`src/rtl/uart_rx_ctrl_if.sv`:
```
// Consumer-side bundle of the UART receiver: received word, valid/ready handshake, sticky error flags.
// master = receiver (drives data and flags), slave = consumer (drives ready and error clear).
interface uart_rx_ctrl_if #(
    parameter int DATA_BITS = 8
);
    logic [DATA_BITS-1:0] data_o;
    logic                 valid_o;
    logic                 ready_i;
    logic                 err_clr_i;
    logic                 frame_err_o;
    logic                 overrun_o;

    modport master (
        output data_o, valid_o, frame_err_o, overrun_o,
        input  ready_i, err_clr_i
    );

    modport slave (
        input  data_o, valid_o, frame_err_o, overrun_o,
        output ready_i, err_clr_i
    );
endinterface

```
`src/rtl/uart_rx_ctrl.sv`:
```
// Oversampled UART receiver with 3-sample majority vote and a one-word holding register.
// valid_o rises 1 sysclk after the stop-bit deciding tick; a full register without ready drops the new byte and flags overrun.
module uart_rx_ctrl #(
    parameter int DATA_BITS   = 8,
    parameter int OS_RATE     = 16,
    parameter int SYNC_STAGES = 2
) (
    input  logic            sysclk,
    input  logic            reset_n,
    input  logic            os_tick_i,
    input  logic            receive_i,
    uart_rx_ctrl_if.master  bus
);
    localparam int TW = $clog2(OS_RATE);
    localparam int BW = $clog2(DATA_BITS) + 1;

    localparam logic [2:0] IDLE  = 3'd0;
    localparam logic [2:0] START = 3'd1;
    localparam logic [2:0] DATA  = 3'd2;
    localparam logic [2:0] STOP  = 3'd3;
    localparam logic [2:0] BREAK = 3'd4;

    localparam logic [TW-1:0] T_HALF = TW'(OS_RATE / 2 - 1);
    localparam logic [TW-1:0] T_S0   = TW'(OS_RATE - 2);
    localparam logic [TW-1:0] T_S1   = TW'(OS_RATE - 1);
    localparam logic [BW-1:0] B_LAST = BW'(DATA_BITS - 1);

    logic [SYNC_STAGES-1:0] sync_q;
    logic                   rx_s;
    logic                   rx_prev;
    logic [2:0]             state;
    logic [TW-1:0]          tick_cnt;
    logic [BW-1:0]          bit_cnt;
    logic                   s0;
    logic                   s1;
    logic                   pend;
    logic [DATA_BITS-1:0]   shreg;
    logic [DATA_BITS-1:0]   data_q;
    logic                   valid_q;
    logic                   frame_err_q;
    logic                   overrun_q;
    logic                   vote;
    logic                   bit_done;
    logic                   deliver;
    logic                   frame_bad;

    assign rx_s = sync_q[SYNC_STAGES-1];

    // Samples at the two ticks before the window wrap plus the wrap tick straddle the bit centre.
    assign vote      = (s0 & s1) | (s0 & rx_s) | (s1 & rx_s);
    assign bit_done  = os_tick_i && pend && (tick_cnt == '0);
    assign deliver   = (state == STOP) && bit_done && vote;
    assign frame_bad = (state == STOP) && bit_done && !vote;

    always_ff @(posedge sysclk or negedge reset_n) begin
        if (!reset_n) begin
            sync_q  <= '1;
            rx_prev <= 1'b1;
        end else begin
            sync_q  <= (sync_q << 1) | SYNC_STAGES'(receive_i);
            rx_prev <= rx_s;
        end
    end

    always_ff @(posedge sysclk or negedge reset_n) begin
        if (!reset_n) begin
            state    <= IDLE;
            tick_cnt <= '0;
            bit_cnt  <= '0;
            s0       <= 1'b0;
            s1       <= 1'b0;
            pend     <= 1'b0;
            shreg    <= '0;
        end else begin
            case (state)
                IDLE: begin
                    if (rx_prev && !rx_s) begin
                        state    <= START;
                        tick_cnt <= '0;
                    end
                end
                START: begin
                    if (os_tick_i) begin
                        if (tick_cnt == T_HALF) begin
                            if (rx_s) begin
                                state <= IDLE;
                            end else begin
                                state    <= DATA;
                                tick_cnt <= '0;
                                bit_cnt  <= '0;
                                pend     <= 1'b0;
                            end
                        end else begin
                            tick_cnt <= tick_cnt + 1'b1;
                        end
                    end
                end
                DATA, STOP: begin
                    if (os_tick_i) begin
                        tick_cnt <= (tick_cnt == T_S1) ? '0 : tick_cnt + 1'b1;
                        if (tick_cnt == T_S0) s0 <= rx_s;
                        if (tick_cnt == T_S1) begin
                            s1   <= rx_s;
                            pend <= 1'b1;
                        end
                        if (bit_done) begin
                            pend <= 1'b0;
                            if (state == DATA) begin
                                shreg   <= {vote, shreg[DATA_BITS-1:1]};
                                bit_cnt <= bit_cnt + 1'b1;
                                if (bit_cnt == B_LAST) state <= STOP;
                            end else begin
                                state <= vote ? IDLE : BREAK;
                            end
                        end
                    end
                end
                BREAK: begin
                    if (os_tick_i && rx_s) state <= IDLE;
                end
                default: state <= IDLE;
            endcase
        end
    end

    always_ff @(posedge sysclk or negedge reset_n) begin
        if (!reset_n) begin
            data_q      <= '0;
            valid_q     <= 1'b0;
            frame_err_q <= 1'b0;
            overrun_q   <= 1'b0;
        end else begin
            if (deliver && (!valid_q || bus.ready_i)) begin
                data_q  <= shreg;
                valid_q <= 1'b1;
            end else if (valid_q && bus.ready_i) begin
                valid_q <= 1'b0;
            end
            // Clear first so a same-cycle set takes priority.
            if (bus.err_clr_i) begin
                frame_err_q <= 1'b0;
                overrun_q   <= 1'b0;
            end
            if (frame_bad) frame_err_q <= 1'b1;
            if (deliver && valid_q && !bus.ready_i) overrun_q <= 1'b1;
        end
    end

    assign bus.data_o      = data_q;
    assign bus.valid_o     = valid_q;
    assign bus.frame_err_o = frame_err_q;
    assign bus.overrun_o   = overrun_q;
endmodule

```
`src/flat_wrapper.sv`:
```
// flat-port wrapper written by rule: the top's interface ports become plain ports
module uart_rx_ctrl_flat 
#(
    parameter int DATA_BITS   = 8,
    parameter int OS_RATE     = 16,
    parameter int SYNC_STAGES = 2
)
  (sysclk, reset_n, os_tick_i, receive_i, bus_data_o, bus_valid_o, bus_frame_err_o, bus_overrun_o, bus_ready_i, bus_err_clr_i);
  uart_rx_ctrl_if #(.DATA_BITS(DATA_BITS)) bus_i ();
  input  logic sysclk;
  input  logic reset_n;
  input  logic os_tick_i;
  input  logic receive_i;
  output wire logic [$bits(bus_i.data_o)-1:0] bus_data_o;
  output wire logic [$bits(bus_i.valid_o)-1:0] bus_valid_o;
  output wire logic [$bits(bus_i.frame_err_o)-1:0] bus_frame_err_o;
  output wire logic [$bits(bus_i.overrun_o)-1:0] bus_overrun_o;
  input wire logic [$bits(bus_i.ready_i)-1:0] bus_ready_i;
  input wire logic [$bits(bus_i.err_clr_i)-1:0] bus_err_clr_i;
  assign bus_data_o = bus_i.data_o;
  assign bus_valid_o = bus_i.valid_o;
  assign bus_frame_err_o = bus_i.frame_err_o;
  assign bus_overrun_o = bus_i.overrun_o;
  assign bus_i.ready_i = bus_ready_i;
  assign bus_i.err_clr_i = bus_err_clr_i;
  uart_rx_ctrl #(.DATA_BITS(DATA_BITS), .OS_RATE(OS_RATE), .SYNC_STAGES(SYNC_STAGES)) u_core (.sysclk(sysclk), .reset_n(reset_n), .os_tick_i(os_tick_i), .receive_i(receive_i), .bus(bus_i));
endmodule
```
`config.mk`:
```
export PLATFORM = sky130hd
export DESIGN_NAME = uart_rx_ctrl_flat
export DESIGN_NICKNAME = d
export VERILOG_FILES = /design/src/rtl/uart_rx_ctrl_if.sv /design/src/rtl/uart_rx_ctrl.sv /design/src/flat_wrapper.sv
export SDC_FILE = /design/constraint.sdc
export NUM_CORES = 1
export LEC_CHECK = 0
export ABC_AREA = 0
export BUFFER_PORTS_ARGS = -buffer_cell sky130_fd_sc_hd__buf_2
export CAP_MARGIN = 20
export CORE_ASPECT_RATIO = 0.75
export CORE_MARGIN = 2
export CORE_UTILIZATION = 25
export CTS_CLUSTER_DIAMETER = 80
export DETAILED_ROUTE_END_ITERATION = 16
export PLACE_DENSITY = 0.42
export SYNTH_ARGS = -nofsm -noshare
export SYNTH_HDL_FRONTEND = slang
export SYNTH_SLANG_ARGS = --single-unit
```
`constraint.sdc`:
```
create_clock -name sysclk -period 2 [get_ports sysclk]
set_input_delay 0.3 -clock sysclk [delete_from_list [all_inputs] [get_ports sysclk]]
set_output_delay 0.3 -clock sysclk [all_outputs]
set_load 0.03 [all_outputs]
```
==> flow_summary.ini, run 1 <==
[worst_hold_path]
worstHoldPathType = in2async

[final_layout]
area_delta_synth_final_pct = 19.0
antennaDiodeCount = 0
finalNonFillerCells = 266
final_core_util_pct = 30.7
final_area_um2 = 2090
nets = 191
drive_gt1_share_pct = 33.0

[global_route]
grt_overflow = 0
grt_max_degree = 37
grt.total_usage_pct = 10.6
grt_pass1_wl_um = 6550
antenna_found_initial = 0
grt_pass1_vias = 1257

[detailed_routing]
routedWlPerCell_um = 13.9
wirelength_um = 3700
drc = 0
dr.pass1.iters = 4
postRouteAntennaNets = 0
via_count = 1258
viasPerCell = 4.73
detailedRoute.firstIterationViolations = 79

[flow_run]
cap_violations = 0

[logic_synthesis]
synthArstFlopShare_pct = 100
synth_cell_types = 44
synthCells = 152
synth_edf_count = 0
yosysSeqAreaShare_pct = 51.5
synth_top_area_share_pct = 47.0
ys.flop_type = dfrtp_1
syn_area_um2 = 1760
ys_warn_count = 0
synth_top_area_cell = dfrtp_1
ys_ff_latch = 36
syn_area_per_cell_um2 = 11.5
yosys-top-cells-area = dfrtp_1, mux2_2, dfstp_2
syn-num-nets = 162

[cts]
cts_buffer_depth = 2
htreeDepth = 2
cts_setup_buffers = 0
cts_resized = 0
cts_buffers = 5
cts_tree = done
cts_root_buf = clkbuf_8
clkTransAtPathRegs_ns = 0.07
clk_latency_ns = 0.28
cts.sinks = 36
holdBufCountCts = 0

[worst_setup_path]
path_max_fanout = 8
r2r_start = u_core.tick_cnt[0]$_DFFE_PN0P_
worst-path-stages = 7
worstPathArrival_ns = 2.02
rrSetupSlack_ns = 0.15
critical_path.top_delay_family = simple AND/OR/NAND/NOR gates
r2r-end = u_core.bus.data_o[5]$_DFFE_PN0P_
startpoint = u_core.tick_cnt[0]$_DFFE_PN0P_
setup.worst_path.class = reg2reg
cp_num_buf_inv = 2
slowest_stage = dfrtp_1
start_kind = flop
required_ns = 2.17
cp-end-kind = flop
ff2ff_path_depth = 7
crit_chain = inv_1, ha_1, and4b_1, nand4_1, nor2b_1, buf_4, mux2_2
critPathMaxStageDelay_ns = 0.40
worstSetupEndpoint = u_core.bus.data_o[5]$_DFFE_PN0P_

[timing]
timing_hold_violations_final = 0
rsz0062_at_grt = false
min_period_ns = 1.85
drv_slew = 0
slew_headroom_pct = 47.3
fin_skew_ns = 0.00500
setup-tns-final_ns = 0
finalCritPeriodShare_pct = 92.5
finalSetupViolCount = 0
fmaxAchievable_mhz = 541
worst_slew_pin_slew_ns = 0.790

[pwr]
p_per_area_nw_per_um2 = 983
ir_drop_mv = 0.398
p_clk_share_pct = 24.5
seq_power_share_pct = 44.8
power.switching_mw = 0.707
intPower_mw = 1.34
swShare_pct = 34.5
combinationalPowerShare_pct = 30.7
cellLeakagePower_nw = 1.05

[place]
post-dp-hpwl_um = 2720
dp_cells = 257
place_area_um2 = 2000
io_buffers = 16
gp_congestion = 0.819

[floorplanning]
std_cell_rows = 26
die_y_um = 76.6
die-area_um2 = 7720
fp.dieW_um = 101
coreArea_um2 = 6800
start_util_pct = 25.8
io_pins = 17

[run_status]
outcome = completed
==> synth_stat cells, types with 3 or more instances <==
master,n
a31oi_1,4
and3b_1,3
buf_2,4
dfrtp_1,33
dfstp_2,3
ha_1,4
inv_1,9
mux2_2,17
nand2_1,11
nand3_1,5
nand4_1,3
nor2_1,8
nor3_1,3
o21ai_0,6
==> routing by layer <==
layer	GRT usage (%)	part of all wire (%)
met2	15.1	44
met3	2.20	2.4
met5	0	0
met4	4.11	1.4
met1	15.7	52
==> how the worst min path moves through the flow <==
| stage | depth (start not counted) | to | slack (ns) |
|---|---|---|---|
| 2_1_floorplan | 0 | u_core.bit_cnt[0]$_DFFE_PN0P_ | 0.004 |
| 3_3_place_gp | 0 | u_core.sync_q[1]$_DFF_PN1_ | 0.35 |
| 3_5_place_dp | 0 | u_core.sync_q[1]$_DFF_PN1_ | 0.35 |
| 4_1_cts | 1 | u_core.sync_q[0]$_DFF_PN1_ | 0.10 |
| 5_1_grt | 1 | u_core.sync_q[0]$_DFF_PN1_ | 0.1 |
| 6_report | 1 | u_core.tick_cnt[3]$_DFFE_PN0P_ | 0.09 |
==> cell families (layout without fill, tap and decap cells) <==
logic type | count (synthesis) | after routing | synth area share, %
multiplexers | 20 | 20 | 12.8
flip-flops | 36 | 36 | 51.5
XOR/XNOR | 1 | 1 | 0.499
adder cells (fa/ha/maj) | 5 | 5 | 3.42
AO/OA/AOI/OAI | 28 | 28 | 11.3
buffers and inverters | 16 | 46 | 3.92
AND/OR/NAND/NOR | 46 | 46 | 16.6
==> power by group through the flow <==
stage | Sequential (mW) | Combinational (mW) | Clock (mW)
5_1_grt | 0.936 | 0.697 | 0.570
3_3_place_gp | 0.928 | 0.620 | 0
6_report | 0.920 | 0.630 | 0.502
4_1_cts | 0.920 | 0.629 | 0.526
3_5_place_dp | 0.933 | 0.627 | 0
2_1_floorplan | 0.871 | 0.462 | 0
==> registers in the layout (all words and copies together), names as in the netlist <==
register	cells
u_core.bus.data_o	8
u_core.shreg	8
u_core.bit_cnt	4
u_core.tick_cnt	4
u_core.state	3
u_core.sync_q	2
u_core.bus.frame_err_o	1
u_core.bus.overrun_o	1
u_core.bus.valid_o	1
u_core.pend	1
u_core.rx_prev	1
u_core.s0	1
u_core.s1	1
==> layout make-up <==
class,instances,area (um2)
Clock buffer,7,76.3
Clock inverter,1,8.76
Fill cell,691,4710
Inverter,9,33.8
Multi-Input combinational cell,100,782
Sequential cell,36,905
Tap cell,84,105
Timing Repair Buffer,29,178
==> cell usage in the layout, fill, tap and decap left out, types with 3 or more instances in the layout <==
cell / Yosys / routed
a31oi_1: 4 / 4
and3b_1: 3 / 3
buf_2: 4 / 16
buf_4: 1 / 13
clkbuf_8: 0 / 5
dfrtp_1: 33 / 33
dfstp_2: 3 / 3
ha_1: 4 / 4
inv_1: 9 / 9
mux2_2: 17 / 17
nand2_1: 11 / 11
nand3_1: 5 / 5
nand4_1: 3 / 3
nor2_1: 8 / 8
nor3_1: 3 / 3
o21ai_0: 6 / 6
==> metrics by stage <==
step / setup WS [ns] / total power [mW] / hold WS (ns)
2_1_floorplan: 0.205 / 1.33 / 0.00441
3_3_place_gp: 0.166 / 1.55 / 0.352
3_5_place_dp: 0.0657 / 1.56 / 0.351
4_1_cts: 0.0636 / 2.08 / 0.104
5_1_grt: 0.0152 / 2.20 / 0.0966
6_report: 0.150 / 2.05 / 0.0919
(Power assumes the default switching activity.)
==> inputs of run 2 (changes only) <==
ABC_CLOCK_PERIOD_IN_PS = 1900   (was not set)
clock period = 1.9 ns   (was 2 ns; I/O delays follow)
==> run 2 against run 1 <==
Against the previous run: core utilization increased by 0.92 points; first-iteration DRC count increased by 2.5%; critical path depth unchanged; total power grew 9.6%.
==> flow_summary.ini, run 2 (synthesis results as in run 1) <==
[timing]
drv_slew = 0
fmaxAchievable_mhz = 555
timing_hold_violations_final = 0
finalCritPeriodShare_pct = 94.9
fin_skew_ns = 0.00409
worst_slew_pin_slew_ns = 0.460
slew_headroom_pct = 69.3
finalSetupViolCount = 0
min_period_ns = 1.80
fin_hold_ws_ns = 0.0279
worst_slack_ns = 0.0971

[place]
dp_cells = 258
gp_congestion = 0.768
dp_slack_ns = 0.000780
io_buffers = 16
post-dp-hpwl_um = 2710

[worst_hold_path]
worstHoldPathType = in2async

[floorplanning]
start_util_pct = 25.8
fp.dieW_um = 101
std_cell_rows = 26
io_pins = 17
die-area_um2 = 7720
coreArea_um2 = 6800
die_y_um = 76.6

[detailed_routing]
drc = 0
wirelength_um = 3730
via_count = 1289
viasPerCell = 4.79
dr.pass1.iters = 4
routedWlPerCell_um = 13.9
postRouteAntennaNets = 0
detailedRoute.firstIterationViolations = 81

[worst_setup_path]
worstPathArrival_ns = 1.97
required_ns = 2.07
path_max_fanout = 8
cp-end-kind = flop
ff2ff_path_depth = 7
r2r_start = u_core.tick_cnt[0]$_DFFE_PN0P_
rrSetupSlack_ns = 0.1
setup.worst_path.class = reg2reg
start_kind = flop
r2r-end = u_core.bus.data_o[1]$_DFFE_PN0P_

[global_route]
grt.total_usage_pct = 10.7
grt_max_degree = 37
grt_pass1_wl_um = 6480
antenna_found_initial = 0
grt_pass1_vias = 1314
grt_overflow = 0

[pwr]
cellLeakagePower_nw = 1.07
finalPower_mw = 2.25
ir_drop_mv = 0.368
p_per_area_nw_per_um2 = 1050

[cts]
cts.sinks = 36
cts_buffers = 5
clkTransAtPathRegs_ns = 0.07
cts_root_buf = clkbuf_8
cts_tree = done
holdBufCountCts = 0
cts_buffer_depth = 2
clk_latency_ns = 0.28
htreeDepth = 2

[flow_run]
cap_violations = 0

[final_layout]
area_delta_synth_final_pct = 22.5
drive_gt1_share_pct = 36.2
nets = 194
finalNonFillerCells = 269
layout_common_cells = dfrtp_1, mux2_2, buf_2
final_core_util_pct = 31.6
antennaDiodeCount = 0
final_common_cell = dfrtp_1

[run_status]
outcome = completed
==> run 2: layout make-up <==
| type | count | area [um2] |
|---|---|---|
| fill | 686 | 4650 |
| sequential | 36 | 905 |
| multi-input combinational | 100 | 801 |
| timing repair buffer | 32 | 213 |
| tap | 84 | 105 |
| clock buffer | 7 | 86.3 |
| inverter | 9 | 33.8 |
| clock inverter | 1 | 7.51 |
==> run 2: layer usage <==
layer	track usage (%)	vias to the layer above	share of wire [%]
li1	-	621	-
met4	4.52	0	1.3
met3	2.48	4	2.8
met2	15.6	19	45
met5	0	-	0
met1	15.0	645	51
==> run 2: where the power goes <==
group / internal, mW / total, mW / switching [mW]
registers: 0.853 / 0.980 / 0.127
logic: 0.340 / 0.709 / 0.370
clock network: 0.294 / 0.561 / 0.266
total: 1.49 / 2.25 / 0.763
==> run 2: through the flow <==
stage / TNS, ns / cell area, um2
global placement: 0 / 2020
floorplan: 0 / 1760
finish: 0 / 2150
global route: -0.00728 / 2150
CTS: 0 / 2110
detailed placement: 0 / 2020
==> run 2: repair_timing <==
item / 4_1_cts / 5_1_grt
resized for setup: 1 / 3
cloned: 0 / 0
pin swaps: 0 / 2
endpoints found under the setup margin: 2 / 12
setup buffers: 0 / 3
==> run 2: worst max-delay path by stage <==
stage                                              start                                to  slack (ns)
final                     u_core.tick_cnt[0]$_DFFE_PN0P_  u_core.bus.data_o[1]$_DFFE_PN0P_         0.1
after global routing      u_core.tick_cnt[0]$_DFFE_PN0P_  u_core.bus.data_o[1]$_DFFE_PN0P_      -0.007
after CTS                 u_core.tick_cnt[1]$_DFFE_PN0P_  u_core.bus.data_o[1]$_DFFE_PN0P_       0.009
after detailed placement  u_core.tick_cnt[0]$_DFFE_PN0P_  u_core.bus.data_o[1]$_DFFE_PN0P_      0.0008
after global placement    u_core.tick_cnt[1]$_DFFE_PN0P_  u_core.bus.data_o[1]$_DFFE_PN0P_         0.1
after floorplan           u_core.tick_cnt[0]$_DFFE_PN0P_  u_core.bus.data_o[0]$_DFFE_PN0P_        0.11
==> run 2: worst max-delay path, stage by stage (launching register included) <==
cell,delay (ns)
dfrtp_1,0.40
inv_1,0.11
ha_4,0.16
and4b_1,0.23
nand4_1,0.12
nor2b_1,0.14
buf_4,0.18
mux2_2,0.35
